===== src/rtl/banner_pkg.sv =====
// banner_pkg: shared palette, animation modes and banner bitmap for banner_src
package banner_pkg;
   typedef enum logic [1:0] {MODE_STATIC, MODE_CYCLE, MODE_BLINK, MODE_SCROLL} mode_t;
   localparam logic [11:0] PALETTE [0:7] = '{12'hf00, 12'hf8b, 12'hfa0, 12'h00b,
                                             12'h0bb, 12'hee0, 12'ha2c, 12'h777};
   function automatic logic bitmap_bit(input int unsigned a, input int hb);
      return (a & 7) == 0 || ((a >> hb) & 7) == 3;
   endfunction
endpackage


===== src/rtl/banner_rom.sv =====
// banner_rom: synchronous 1-bit banner bitmap ROM, row-major {row, col} addressing
module banner_rom
   import banner_pkg::*;
#(
   parameter int ADDR = 15,
   parameter int H_BITS = 9
) (
   input  logic            clk,
   input  logic [ADDR-1:0] addr,
   output logic            data
);
   // registered read of the bitmap pixel
   always_ff @(posedge clk)
      data <= bitmap_bit(32'(addr), H_BITS);
endmodule


===== src/rtl/banner_src.sv =====
// banner_src: animated, optionally scrolled and 2x-scaled banner sprite source
module banner_src
   import banner_pkg::*;
#(
   parameter int CD = 12,
   parameter int H_SIZE = 512,
   parameter int V_SIZE = 64,
   parameter int ADDR = 15,
   parameter logic [CD-1:0] KEY_COLOR = 0,
   parameter logic [CD-1:0] BG_COLOR = 12'h000
) (
   input  logic          clk,
   input  logic          reset,
   input  logic [10:0]   x,
   input  logic [10:0]   y,
   input  logic [10:0]   x0,
   input  logic [10:0]   y0,
   input  logic [1:0]    mode,
   input  logic [5:0]    period,
   input  logic          scale,
   output logic [CD-1:0] sprite_rgb,
   output logic [2:0]    ani_id
);
   localparam int HB = $clog2(H_SIZE);
   localparam int VB = $clog2(V_SIZE);
   mode_t md;
   logic [10:0] x_d1;
   logic [5:0] c;
   logic [HB-1:0] scroll_off, xs;
   logic frame_tick, step_tick, in_region, blank, rom_bit, v1, in1, blank1;
   logic signed [11:0] xr, yr, xe, ye;
   logic [ADDR-1:0] addr;
   logic [CD-1:0] fg, fg1;
   assign md = mode_t'(mode);
   // frame timing, sprite-relative coordinates, ROM address and foreground colour
   always_comb begin
      frame_tick = x_d1 == 11'd0 && x == 11'd1 && y == 11'd0;
      step_tick = frame_tick && c == 6'd0;
      xr = $signed({1'b0, x}) - $signed({1'b0, x0});
      yr = $signed({1'b0, y}) - $signed({1'b0, y0});
      xe = scale ? xr >>> 1 : xr;
      ye = scale ? yr >>> 1 : yr;
      in_region = !xr[11] && !yr[11] && xe < 12'(H_SIZE) && ye < 12'(V_SIZE);
      xs = xe[HB-1:0] + scroll_off;
      addr = {ye[VB-1:0], xs};
      fg = CD'(PALETTE[(md == MODE_CYCLE || md == MODE_SCROLL) ? ani_id : 3'd0]);
      blank = md == MODE_BLINK && ani_id[0];
   end
   banner_rom #(.ADDR(ADDR), .H_BITS(HB)) u_rom (
      .clk(clk),
      .addr(addr),
      .data(rom_bit)
   );
   // previous x, frame counter and animation step
   always_ff @(posedge clk or posedge reset)
      if (reset) begin
         x_d1 <= '0;
         c <= '0;
         ani_id <= '0;
      end else begin
         x_d1 <= x;
         if (frame_tick) c <= (c >= period) ? 6'd0 : c + 6'd1;
         if (step_tick) ani_id <= ani_id + 3'd1;
      end
   // horizontal scroll offset, live only in scroll mode
   always_ff @(posedge clk or posedge reset)
      if (reset) scroll_off <= '0;
      else scroll_off <= (md != MODE_SCROLL) ? '0 : frame_tick ? scroll_off + HB'(1) : scroll_off;
   // stage 1: attributes travel alongside the ROM read so they line up with its data
   always_ff @(posedge clk or posedge reset)
      if (reset) begin
         v1 <= 1'b0;
         in1 <= 1'b0;
         fg1 <= '0;
         blank1 <= 1'b0;
      end else begin
         v1 <= 1'b1;
         in1 <= in_region;
         fg1 <= fg;
         blank1 <= blank;
      end
   // stage 2: final colour select
   always_ff @(posedge clk or posedge reset)
      if (reset) sprite_rgb <= KEY_COLOR;
      else sprite_rgb <= (!v1 || !in1 || blank1) ? KEY_COLOR : rom_bit ? BG_COLOR : fg1;
endmodule


===== config.mk =====
export PLATFORM = sky130hd
export DESIGN_NAME = banner_src
export DESIGN_NICKNAME = d
export VERILOG_FILES = /design/src/rtl/banner_pkg.sv /design/src/rtl/banner_rom.sv /design/src/rtl/banner_src.sv
export SDC_FILE = /design/constraint.sdc
export NUM_CORES = 1
export LEC_CHECK = 0
export BUFFER_PORTS_ARGS = -buffer_cell sky130_fd_sc_hd__buf_4
export CAP_MARGIN = 20
export CORE_MARGIN = 2
export CORE_UTILIZATION = 57
export CTS_BUF_LIST = sky130_fd_sc_hd__clkbuf_8 sky130_fd_sc_hd__clkbuf_16
export DETAILED_ROUTE_END_ITERATION = 10
export GPL_TIMING_DRIVEN = 0
export HOLD_SLACK_MARGIN = 0.05
export PLACE_DENSITY_LB_ADDON = 0.15
export SLEW_MARGIN = 15
export SYNTH_ARGS = -nofsm -noshare
export SYNTH_HDL_FRONTEND = slang
export SYNTH_HIERARCHICAL = 1
export SYNTH_SLANG_ARGS = --single-unit
export TNS_END_PERCENT = 30

===== constraint.sdc =====
create_clock -name clk -period 3 [get_ports clk]
set_input_delay 0.15 -clock clk [delete_from_list [all_inputs] [get_ports clk]]
set_output_delay 0.15 -clock clk [all_outputs]
set_load 0.02 [all_outputs]

==> results of run 1 <==
-- sequential cells by signal, indices dropped and copies added (netlist names), 3 cells and up --
name        cells
fg1            11
sprite_rgb     11
x_d1           11
c               6
ani_id          3
scroll_off      3
-- power groups by stage --
stage               Sequential (mW)  Clock [mW]  Combinational, mW
detailed placement            0.688           0              0.300
global route                  0.676       0.418              0.352
CTS                           0.675       0.389              0.314
global placement              0.687           0              0.283
floorplan                     0.687           0              0.186
finish                        0.675       0.379              0.315
-- cells in the final DEF, fill, tap and decap left out, types with 2 or more instances in the layout --
cell type,n
nor2_1,25
a21o_1,4
o2111ai_1,3
nor3_1,4
o31ai_1,2
o21a_1,2
xnor2_1,7
a2111oi_0,2
nand3_1,6
and2_1,13
ha_1,38
fa_1,3
a21oi_1,19
dlygate4sd3_1,12
dfrtp_1,48
and3b_1,2
clkbuf_8,5
xor2_1,5
mux2_2,2
nor4_2,2
or4_1,2
nand2b_1,6
inv_1,35
nor2b_1,5
nand2_1,31
nor4_1,4
mux2i_1,4
clkbuf_1,4
o21ai_0,17
and3_1,2
a31oi_1,4
buf_4,69
-- per-layer routing --
metal | global-route usage (%) | up-vias | wire length [um]
li1 | - | 1293 | -
met1 | 26.7 | 1236 | 2730
met2 | 43.5 | 81 | 3510
met3 | 3.95 | 12 | 286
met4 | 7.32 | 0 | 131
met5 | 0 | - | 0
-- worst min path at each step --
stage | startpoint | to | slack [ps] | depth (start not counted)
global route | mode[1] | blank1$_DFF_PP0_ | 100 | 2
floorplan | x[0] | x_d1[0]$_DFF_PP0_ | 180 | 0
global placement | x[6] | x_d1[6]$_DFF_PP0_ | 280 | 1
detailed placement | reset | sprite_rgb[6]$_DFF_PP0_ | 240 | 2
finish | mode[1] | blank1$_DFF_PP0_ | 110 | 2
CTS | mode[1] | blank1$_DFF_PP0_ | 100 | 2
-- final cells by class --
type	instances	share of cell area [%]
Clock buffer	5	1.75
Buffer	7	0.952
Timing Repair Buffer	81	16.7
Multi-Input combinational cell	233	43.4
Tap cell	70	2.22
Inverter	37	3.52
Sequential cell	49	31.0
Clock inverter	3	0.540
==> results.cfg, run 1 <==
[worst_setup_path]
critPathTopFamily = compound AO/OA/AOI/OAI gates
crit_buf_inv = 3
cp_cell_sequence = dlygate4sd3_1, buf_4, inv_1, ha_1, fa_1, nor2b_1, o2111ai_1, a21bo_2, a22oi_1, mux2i_1, nand3_1, a2111oi_1
cp_num_cells = 12
critPathLaunchType = primary input
r2r_start = x_d1[2]$_DFF_PP0_
worst-setup-path-type = in -> reg
cp_max_fo = 3
crit_start = x[0]
r2r_slack_ps = 660
critPathSlowestCell = dlygate4sd3_1
reg2reg_to = ani_id[1]$_DFFE_PP0P_
end_kind = register
endpoint = in1$_DFF_PP0_
r2r_cells = 6
critPathMaxStageDelay_ps = 540
critPathArrivalTime_ps = 2890
required_ps = 3150

[sta]
grt_setup_unrepaired = false
tightestPinTransition_ps = 585
skew_ps = 10.7
max_freq_mhz = 365
fin_crit_sh_pct = 91.3
timing.setup.tns_ps = 0
worst_slack_ps = 261
relSlewSlack_pct = 60.6
hold_viol_final = 0
post-route-min-period_ps = 2740
slew_viol_final = 0
hold_ws_ps = 108
setup_viol = 0

[pwr]
power_leakage_nw = 2.05
max-vdd-ir-drop_mv = 0.272
internal_power_mw = 0.991
powerDensity_nw_per_um2 = 347
power_mw = 1.37
switchingPower_mw = 0.378
seq_power_share_pct = 49.3
p_clk_share_pct = 27.7
swShare_pct = 27.6
pwr-share-comb_pct = 23.0

[grt]
antenna_found_initial = 0
grt_pass1_vias = 2615
grt_usage_pct = 23.2
overflow = 0
grt_max_degree = 26
grt_pass1_wl_um = 11200

[drt]
firstDrtPassIters = 4
initialDrtViolationCount = 113
avgRoutedWirePerCell_um = 13.7
routed_wl_um = 6660
routed_via_density = 5.41
drc = 0
ant_nets = 0
vias = 2622

[synthesis]
syn_nets = 422
yosys_warnings = 6
syn_inst = 326
syn_area_per_cell_sq_um = 9.53
syn-cell-area_sq_um = 3110

[run_status]
status = completed

[layout]
final_area_sq_um = 3940
area_delta_synth_final_pct = 26.9
fill_cells = 368
antenna_cells = 0
stdcell_count = 485
final_util_pct = 76.2
seq_area_sq_um = 1220
layout-drive-gt1-share_pct = 22.2
multi_input_area_sq_um = 1710
fin_nets = 510

[placed_design]
placed_area_sq_um = 3730
dp.cells = 465
dp_hpwl_um = 5390
io_buffers = 68
gp_congestion = 0.883
dp_slack_ps = 369

[cts]
cts_setup_buffers = 0
clkLatencyLatePin_ps = 300
clk_path_buf_depth = 2
cts_resized = 0
ctsHoldBuffers = 12
cts_root_buffer = clkbuf_8
clk_pin_slew_worst_paths_ps = 80
numCtsBuffers = 5
h-tree-depth = 2
cts_tree = yes
clkSinkCount = 49

[floorplan]
initial_core_util_pct = 60.1
dieArea_sq_um = 6060
rows = 26
core_sq_um = 5170
die_h_um = 77.8
io_pins = 70
dieWidth_um = 77.8

[flow_run]
drv_cap = 0

[min_path]
min_path_type = in -> reg
Power figures use the tool's default switching activity.
==> inputs of run 2 (changes only) <==
Settings changed: REMOVE_ABC_BUFFERS set to 1.
==> run 2 against run 1 <==
Against the previous run:
- final area down 0.38%
- register-to-register slack improved by 50 ps
- non-clock buffer count shrank 5
- critical path depth unchanged
- sequential cell count unchanged
- setup slack better by 33 ps
- highest routed layer unchanged
- cell count is 1.2% lower
- largest cell class unchanged
- core utilization down 0.29 points
- count of clock-buffer cells in the layout unchanged
- critical endpoint unchanged
==> results.cfg, run 2 (synthesized netlist as in run 1, its figures left out) <==
[cts]
cts_tree = yes
numCtsBuffers = 5
cts_root_buffer = clkbuf_8
clk_pin_slew_worst_paths_ps = 80
h-tree-depth = 2
ctsHoldBuffers = 12
clk_path_buf_depth = 2
cts_resized = 0
clkLatencyLatePin_ps = 300
cts_setup_buffers = 0
clkSinkCount = 49

[drt]
drc = 0
vias = 2558
routed_via_density = 5.34
routed_wl_um = 6440
initialDrtViolationCount = 58
ant_nets = 0
firstDrtPassIters = 4
avgRoutedWirePerCell_um = 13.4

[worst_setup_path]
critPathArrivalTime_ps = 2860
cp_cell_sequence = dlygate4sd3_1, buf_4, inv_1, ha_1, fa_1, nor2b_1, o2111ai_1, a21bo_2, a22oi_1, mux2i_1, nand3_1, a2111oi_1
critPathMaxStageDelay_ps = 530
worst-setup-path-type = in -> reg
required_ps = 3150
critPathLaunchType = primary input
cp_max_fo = 3
end_kind = register
critPathSlowestCell = dlygate4sd3_1

[floorplan]
die_h_um = 77.8
core_sq_um = 5170
initial_core_util_pct = 60.1
dieWidth_um = 77.8
io_pins = 70
rows = 26
dieArea_sq_um = 6060

[sta]
slew_viol_final = 0
timing.setup.tns_ps = 0
post-route-min-period_ps = 2710
max_freq_mhz = 369
relSlewSlack_pct = 59.4
fin_crit_sh_pct = 90.2
skew_ps = 7.12
grt_setup_unrepaired = false
tightestPinTransition_ps = 601
hold_viol_final = 0
setup_viol = 0

[layout]
fin_nets = 505
stdcell_count = 479
fill_cells = 388
reg_top3 = fg1 x11, sprite_rgb x11, x_d1 x11
layout-drive-gt1-share_pct = 22.2
final_common_cell = buf_4
antenna_cells = 0
area_delta_synth_final_pct = 26.4
final_cell_mix = 69 x buf_4, 48 x dfrtp_1, 38 x ha_1

[placed_design]
dp.cells = 460
dp_hpwl_um = 5040
io_buffers = 69
gp_congestion = 0.815

[grt]
antenna_found_initial = 0
grt_usage_pct = 22.5
grt_pass1_wl_um = 10800
overflow = 0
grt_pass1_vias = 2448
grt_max_degree = 30

[min_path]
min_path_type = in -> reg

[flow_run]
drv_cap = 0

[pwr]
max-vdd-ir-drop_mv = 0.256
powerDensity_nw_per_um2 = 367
power_leakage_nw = 2.05

[run_status]
status = completed
==> run 2: path summary, 6_finish.rpt <==
check / startpoint / depth (start not counted) / slack (ps) / to
max reg2reg: x_d1[2]$_DFF_PP0_ / 5 / 710 / ani_id[1]$_DFFE_PP0P_
min in group asynchronous: reset / 3 / 400 / sprite_rgb[2]$_DFF_PP0_
min: mode[1] / 2 / 130 / blank1$_DFF_PP0_
max in group asynchronous: reset / 4 / 2120 / scroll_off[0]$_DFFE_PP0P_
min reg2reg: fg1[10]$_DFF_PP0_ / 1 / 450 / sprite_rgb[10]$_DFF_PP0_
max: x[0] / 12 / 290 / in1$_DFF_PP0_
==> run 2: power by group <==
group | internal [mW] | switching, mW
Combinational | 0.154 | 0.156
Clock | 0.247 | 0.208
Sequential | 0.671 | 0.00393
Total | 1.07 | 0.368
==> run 2: final cells by class <==
class / count / area (sq um) / share of cell area [%]
Multi-Input combinational cell: 233 / 1710 / 43.5
Sequential cell: 49 / 1220 / 31.1
Timing Repair Buffer: 83 / 663 / 16.9
Inverter: 37 / 139 / 3.54
Tap cell: 70 / 87.6 / 2.23
Clock buffer: 5 / 68.8 / 1.75
Clock inverter: 2 / 38.8 / 0.988
==> run 2: metrics by stage <==
stage	worst slack, ps	hold WS [ps]	total power, mW	util (%)	area (sq um)
after floorplan	830	181	0.872	-	3070
after global placement	310	280	0.971	71.0	3670
after detailed placement	299	178	0.984	71.5	3700
after CTS	329	129	1.45	75.9	3930
after global routing	197	128	1.51	75.9	3930
final	294	126	1.44	75.9	3930
==> run 2: layer usage <==
metal | up-vias | share of wire (%) | routed length, um | track usage (%)
met2 | 77 | 52 | 3360 | 40.9
met1 | 1183 | 41 | 2610 | 26.2
met3 | 15 | 4.6 | 298 | 4.07
li1 | 1283 | - | - | -
met5 | - | 0 | 0 | 0
met4 | 0 | 2.5 | 161 | 8.75
==> run 2: critical path: cells and delay by family <==
| family | cells | cell delay (ps) |
|---|---|---|
| compound gates | 4 | 940 |
| buf+inv | 3 | 690 |
| fa+ha+maj | 2 | 630 |
| mux | 1 | 210 |
| simple gates | 2 | 240 |
==> inputs of run 3 (changes only) <==
Settings changed: BUFFER_PORTS_ARGS -buffer_cell sky130_fd_sc_hd__buf_4 to -buffer_cell sky130_fd_sc_hd__clkbuf_2, CELL_PAD_IN_SITES_DETAIL_PLACEMENT set to 0, CELL_PAD_IN_SITES_GLOBAL_PLACEMENT set to 1, CORE_UTILIZATION 57 to 43.
==> run 3 against run 2 <==
Against the previous run:
- die area rose by 31%
- register-to-register slack got worse by 60 ps
- global-route usage fell by 5.4 points
- hold slack improved by 0.81 ps
- final area fell by 4.0%
- non-clock buffer count fell by 1
- count of clock-buffer cells in the layout did not move
- largest cell class unchanged
- setup slack improved by 120 ps
- largest power group unchanged
==> results.cfg, run 3 (synthesized netlist as in run 1, its figures left out) <==
[worst_setup_path]
required_ps = 3170
cp_max_fo = 3
cp_num_cells = 12
critPathTopFamily = compound AO/OA/AOI/OAI gates
crit_buf_inv = 3
critPathMaxStageDelay_ps = 520
critPathSlowestCell = dlygate4sd3_1
critPathArrivalTime_ps = 2750
r2r_cells = 5
cp_cell_sequence = dlygate4sd3_1, clkbuf_2, inv_1, ha_1, fa_1, nor2b_1, o2111ai_1, a21bo_2, a22oi_1, mux2i_1, nand3_1, a2111oi_2
end_kind = register
worst-setup-path-type = in -> reg
critPathLaunchType = primary input

[floorplan]
initial_core_util_pct = 45.0
io_pins = 70
die_h_um = 89
core_sq_um = 6910
dieWidth_um = 89
rows = 30
dieArea_sq_um = 7920

[pwr]
max-vdd-ir-drop_mv = 0.153
power_leakage_nw = 1.99
powerDensity_nw_per_um2 = 352

[layout]
final_cell_mix = 69 x clkbuf_2, 48 x dfrtp_1, 38 x ha_1
final_common_cell = clkbuf_2
fin_nets = 504
layout-drive-gt1-share_pct = 22.2
reg_top3 = fg1 x11, sprite_rgb x11, x_d1 x11
antenna_cells = 0
fill_cells = 687
area_delta_synth_final_pct = 21.3

[cts]
clk_pin_slew_worst_paths_ps = 90
clkLatencyLatePin_ps = 290
cts_tree = yes
h-tree-depth = 2
clk_path_buf_depth = 2
clkSinkCount = 49
cts_root_buffer = clkbuf_8
numCtsBuffers = 5

[sta]
max_freq_mhz = 387
slew_viol_final = 0
fin_crit_sh_pct = 86.1
grt_setup_unrepaired = false
tightestPinTransition_ps = 775
timing.setup.tns_ps = 0
hold_viol_final = 0
setup_viol = 0
skew_ps = 8.69
post-route-min-period_ps = 2580
worst_slack_ps = 417
relSlewSlack_pct = 47.6

[placed_design]
io_buffers = 69
gp_congestion = 0.924
dp_slack_ps = 346
dp_hpwl_um = 5060

[flow_run]
drv_cap = 0

[drt]
initialDrtViolationCount = 96
wl_met1_um = 2710
avgRoutedWirePerCell_um = 12.4
routed_wl_um = 6240
routed_via_density = 5.03
detailroute.wirelength.met3_um = 254
firstDrtPassIters = 4
drc = 0
vias = 2540
met2_length_um = 3100
dr.max_layer_used = met4
ant_nets = 0

[grt]
grt_max_degree = 37
grt_pass1_wl_um = 10600
grt_pass1_vias = 2438
overflow = 0
grt_usage_pct = 17.1
antenna_found_initial = 0

[min_path]
whs_path_depth = 2
min_path_type = in -> reg

[run_status]
status = completed
[run 3: cell count changes in the layout (fill, tap and decap cells not counted), sizes merged]
cell and change:
clkinvlp +1, buf -70, clkbuf +69, inv +1, bufinv -1
[run 3: per-layer routing]
layer,track usage (%),up-vias
met3,2.68,15
met5,0,-
met4,7.19,0
met1,21.1,1172
li1,-,1278
met2,29.9,75
[run 3: worst paths after layout]
kind	from	endpoint	slack, ps
worst max-delay path	x[0]	in1$_DFF_PP0_	420
worst min-delay path	mode[1]	blank1$_DFF_PP0_	130
worst max register to register	x_d1[2]$_DFF_PP0_	ani_id[1]$_DFFE_PP0P_	650
worst min register to register	fg1[8]$_DFF_PP0_	sprite_rgb[8]$_DFF_PP0_	450
max in group asynchronous	reset	in1$_DFF_PP0_	2210
min in group asynchronous	reset	sprite_rgb[6]$_DFF_PP0_	320
[run 3: per-stage QoR]
step	power, mW	hold slack (ps)	utilization, %	instances	instance area (sq um)
global placement	0.958	295	51.2	484	3530
CTS	1.34	127	54.5	505	3760
finish	1.33	127	54.6	505	3770
detailed placement	0.966	89.3	51.6	485	3560
floorplan	0.872	181	-	319	3070
global route	1.42	122	54.6	505	3770
[run 3: repair_timing]
item                                   4_1_cts  5_1_grt
gates resized for setup                      0        1
endpoints found under the hold margin       23        0
hold buffers                                12        0
setup endpoints to repair                    0        1
buffers inserted                             0        0
[run 3: layout make-up]
class | count | area, sq um | area share (%)
clock buffer | 5 | 68.8 | 1.83
clock inverter | 3 | 15.0 | 0.398
inverter | 37 | 139 | 3.68
multi-input combinational | 233 | 1720 | 45.6
sequential | 49 | 1220 | 32.4
tap | 96 | 120 | 3.19
timing repair buffer | 82 | 485 | 12.9
[run 3: worst reg2reg max path: stages (launching register included)]
cell	delay (ps)
dfrtp_1	370
nor4_1	380
nand4_1	220
or4_4	650
nor3_4	260
mux2_2	360
[run 3: power by group]
group | leakage, nW | total (mW) | internal (mW) | switching [mW]
Sequential | 0.625 | 0.675 | 0.671 | 0.00397
Clock | 0.0467 | 0.361 | 0.158 | 0.202
Combinational | 1.32 | 0.290 | 0.134 | 0.155
